--- src/rtl/dictionary_loader.sv ---
// dictionary_loader
//   Stages a dictionary load from a stallable source into an internal buffer,
//   then replays it as one uninterrupted write_enable burst starting at index 0.
//   The downstream dictionary clears its write index on any cycle without
//   write_enable, so the burst must never contain a gap.
//
// Ports
//   clk, reset     : clock, synchronous active-high reset
//   start          : begin a load (honoured only in IDLE)
//   in_valid/in_data/in_last/in_ready : source beat handshake
//   write_enable, write_val           : dictionary write port
//   busy           : not IDLE
//   done           : one-cycle pulse after the burst completes
//   count          : entries accepted in the current/most recent load
module dictionary_loader #(
  parameter int KEY_WIDTH = 5,
  parameter int VAL_WIDTH = 10
) (
  input  logic                 clk,
  input  logic                 reset,
  input  logic                 start,
  input  logic                 in_valid,
  input  logic [VAL_WIDTH-1:0] in_data,
  input  logic                 in_last,
  output logic                 in_ready,
  output logic                 write_enable,
  output logic [VAL_WIDTH-1:0] write_val,
  output logic                 busy,
  output logic                 done,
  output logic [KEY_WIDTH:0]   count
);

  localparam int DEPTH = 2 ** KEY_WIDTH;

  typedef enum logic [1:0] {
    IDLE,
    FILL,
    BURST,
    DONE
  } state_e;

  state_e                 state_q, state_d;
  logic [KEY_WIDTH:0]     count_q, count_d;
  logic [KEY_WIDTH-1:0]   rd_idx_q, rd_idx_d;
  logic [VAL_WIDTH-1:0]   buf_q [DEPTH];
  logic                   buf_we;
  logic [KEY_WIDTH-1:0]   buf_waddr;

  always_comb begin
    state_d      = state_q;
    count_d      = count_q;
    rd_idx_d     = rd_idx_q;
    in_ready     = 1'b0;
    write_enable = 1'b0;
    write_val    = '0;
    busy         = (state_q != IDLE);
    done         = 1'b0;
    buf_we       = 1'b0;
    buf_waddr    = count_q[KEY_WIDTH-1:0];

    case (state_q)
      IDLE: begin
        if (start) begin
          count_d  = '0;
          rd_idx_d = '0;
          state_d  = FILL;
        end
      end
      FILL: begin
        // FILL is left as soon as the buffer holds DEPTH entries, so in_ready
        // can stay high for the whole state and count never exceeds DEPTH.
        in_ready = 1'b1;
        if (in_valid) begin
          buf_we   = 1'b1;
          count_d  = count_q + 1'b1;
          rd_idx_d = '0;
          if (in_last || (count_q == (KEY_WIDTH+1)'(DEPTH - 1))) begin
            state_d = BURST;
          end
        end
      end
      BURST: begin
        write_enable = 1'b1;
        write_val    = buf_q[rd_idx_q];
        if ({1'b0, rd_idx_q} == (count_q - 1'b1)) begin
          state_d = DONE;
        end else begin
          rd_idx_d = rd_idx_q + 1'b1;
        end
      end
      DONE: begin
        done    = 1'b1;
        state_d = IDLE;
      end
      default: state_d = IDLE;
    endcase
  end

  always_ff @(posedge clk) begin
    if (reset) begin
      state_q  <= IDLE;
      count_q  <= '0;
      rd_idx_q <= '0;
    end else begin
      state_q  <= state_d;
      count_q  <= count_d;
      rd_idx_q <= rd_idx_d;
    end
  end

  // Staging buffer carries no reset; stale entries beyond count are never read.
  always_ff @(posedge clk) begin
    if (buf_we) begin
      buf_q[buf_waddr] <= in_data;
    end
  end

  assign count = count_q;

endmodule

--- config.mk ---
export PLATFORM = sky130hd
export DESIGN_NAME = dictionary_loader
export DESIGN_NICKNAME = d
export VERILOG_FILES = /design/src/rtl/dictionary_loader.sv
export SDC_FILE = /design/constraint.sdc
export NUM_CORES = 1
export LEC_CHECK = 0
export CORE_ASPECT_RATIO = 1.1
export CORE_MARGIN = 2
export CORE_UTILIZATION = 50
export DETAILED_ROUTE_END_ITERATION = 6
export DONT_BUFFER_PORTS = 1
export PLACE_DENSITY = 0.76
export SYNTH_ARGS = -nofsm -noshare
export SYNTH_HDL_FRONTEND = slang
export SYNTH_SLANG_ARGS = --single-unit
--- constraint.sdc ---
create_clock -name clk -period 3.77 [get_ports clk]
set_input_delay 0.5655 -clock clk [delete_from_list [all_inputs] [get_ports clk]]
set_output_delay 0.5655 -clock clk [all_outputs]
set_load 0.03 [all_outputs]
==> qor.yml <==
status: "complete, no violations"
start_util: 0.5108
cts_resized: 0
ys_types: 35
tightestPinTransition_ns: 0.8588
synth_common_cells: "edfxtp_1, mux4_2, nor2_1, clkbuf_1, dfxtp_1"
grt_max_degree: 33
syn_nets: 668
crit_type: "flop to primary output"
ir_worst_vdd_v: 0.0004462
wire_per_inst_um: 27.45
syn_area_um2: 13390
ys_seq_area_frac: 0.7444
crit_top_cell: "mux4_2"
diodes: 0
required_ns: 3.20
clk_pin_slew_ns: 0.06
post_cts_buffers: 0
yosys.area.top_type: "edfxtp_1"
worstPathCellList: "buf_12 > mux4_2 > mux4_2 > mux2i_1 > nor2_1"
port_buffers: 0
critPathSlowestCell: "dfxtp_4"
placed_cells: 1002
hold_path.class: "input port to flop"
globalplace.congestion: 0.8064
critPathArrivalTime_ns: 3.07
critPathMaxFanout: 19
maxSlewViolCount: 0
synth_top_area_share: 0.7175
rows: 62
fmax_mhz: 274.9
syn_to_final_growth_pct: 13.52
num_vias: 6615
power_density_nw_per_um2: 570.4
drt_wl_total_um: 29260
cts_tree: "built"
finalHoldViolCount: 0
htreeDepth: 2
cellLeakagePower_uw: 0.004647
nFillCells: 1869
synthCells: 643
crit_path_max_incr_delay_ns: 0.61
worstSetupEndpointType: "primary output"
cts_sinks: 338
finalSetupViolCount: 0
dp_hpwl_um: 16920
drt_iter0_drc: 755
min_period_ns: 3.638
final_cells: 1066
postSynth.asyncResetShare: 0
synth_area_leaders: "edfxtp_1, mux4_2, dfxtp_1, nor2_1, ha_1"
cts_buffers: 35
die-area_um2: 28110
drive_above_1_share: 0.2731
clock_path_buffers: 3
maxCapViolCount: 0
drt_first_pass_iters: 6
ant_nets: 0
ys_warn_count: 0
cts_root_buffer: "clkbuf_16"
rsz0062_at_grt: "no"
die_width_um: 160.0
chipHeight_um: 175.7
synth_edf_count: 320
core_um2: 26220
cp-start-kind: "flop"
pin_count: 35
grt_pass1_vias: 6739
drc_errors: 0
cts_hold_buf: 0
grt_pass1_wl_um: 43970
grt-ovfl-total: 0
setup_tns_ns: 0
nNetsFinal: 712
finalCritPeriodShare: 0.9650
skew_ns: 0.02659
viasPerCell: 6.205
yosysMostFrequentCell: "edfxtp_1"
synth-main-ff-cell: "edfxtp_1"
syn_avg_cell_area_um2: 20.83
ys_seq_elements: 338
grt_usage: 0.2156
relSlewSlack: 0.4269
antenna_found_initial: 0
worst_skew_pair.late_latency_ns: 0.52
==> final timing paths <==
check / startpoint / end / slack (ns) / depth (start not counted)
max: flop / write_val[7] / 0.13 / 5
min: reset / rd_idx_q[2] / 0.13 / 1
max reg2reg: count[0] / flop / 0.95 / 7
min reg2reg: state_q[1] / state_q[1] / 0.53 / 2
==> report_power, final <==
group / internal (µW) / switching (µW)
sequential: 4150 / 66.1
clock: 2100 / 1390
combinational: 443 / 525
==> worst max-delay path, delay by kind of cell (launching register included) <==
family	cells	cell delay, ns
and+or+nand+nor	1	0.24
DFF	1	0.61
buffers and inverters	1	0.26
muxes	3	1.45
==> cell type report <==
| type | count | area [µm²] | share of cell area |
|---|---|---|---|
| Sequential cell | 338 | 9977 | 0.6562 |
| Inverter | 7 | 26.28 | 0.001728 |
| Multi-Input combinational cell | 265 | 3238 | 0.2130 |
| Clock inverter | 25 | 271.5 | 0.01786 |
| Tap cell | 352 | 440.4 | 0.02897 |
| Timing Repair Buffer | 40 | 337.8 | 0.02222 |
| Clock buffer | 39 | 912.1 | 0.06000 |
==> metal layers <==
layer  vias up  GRT usage  share of wire
met2       374     0.3470           0.49
met1      3451     0.2918           0.38
met5         -          0              0
met3        48    0.05809           0.10
met4         0    0.06869          0.025
li1       2742          -              -
==> placed cells by master (no fill, tap or decap), types with 8 or more instances in the layout <==
master | netlist | routed
buf_4 | 8 | 37
mux2i_1 | 11 | 11
dfxtp_1 | 18 | 16
clkbuf_16 | 0 | 36
edfxtp_1 | 320 | 320
ha_1 | 10 | 10
clkinv_1 | 0 | 9
nor3_1 | 8 | 8
nand3_1 | 10 | 10
nor2_1 | 54 | 54
nand2_1 | 13 | 13
mux4_2 | 100 | 100
==> metrics by stage <==
| step | hold slack [ns] | cell area, µm² | util | worst slack [ns] | power, µW |
|---|---|---|---|---|---|
| floorplan | 0.4807 | 13390 | - | 1.286 | 5050 |
| global placement | 0.4910 | 14020 | 0.5347 | 0.7487 | 5219 |
| detailed placement | 0.5235 | 14020 | 0.5347 | 0.6852 | 5252 |
| CTS | 0.1107 | 15200 | 0.5798 | 0.1129 | 8731 |
| global route | 0.1091 | 15200 | 0.5798 | 0.007535 | 8929 |
| finish | 0.1274 | 15200 | 0.5798 | 0.1319 | 8672 |
==> flip-flops by register name (all words and copies together), names as in the netlist, named ones only <==
name,count
rd_idx_q,5
count,6
buf_q,320
state_q,2
==> cells by family after synthesis <==
group / count (synthesis) / synth area share
DFF: 338 / 0.7444
muxes: 111 / 0.1764
adders and majority gates: 10 / 0.009342
buffers and inverters: 40 / 0.01383
AOI/OAI and AO/OA: 28 / 0.01345
xor gates and xnor gates: 10 / 0.006539
and+or+nand+nor: 106 / 0.03606
Power figures use the tool's default switching activity.
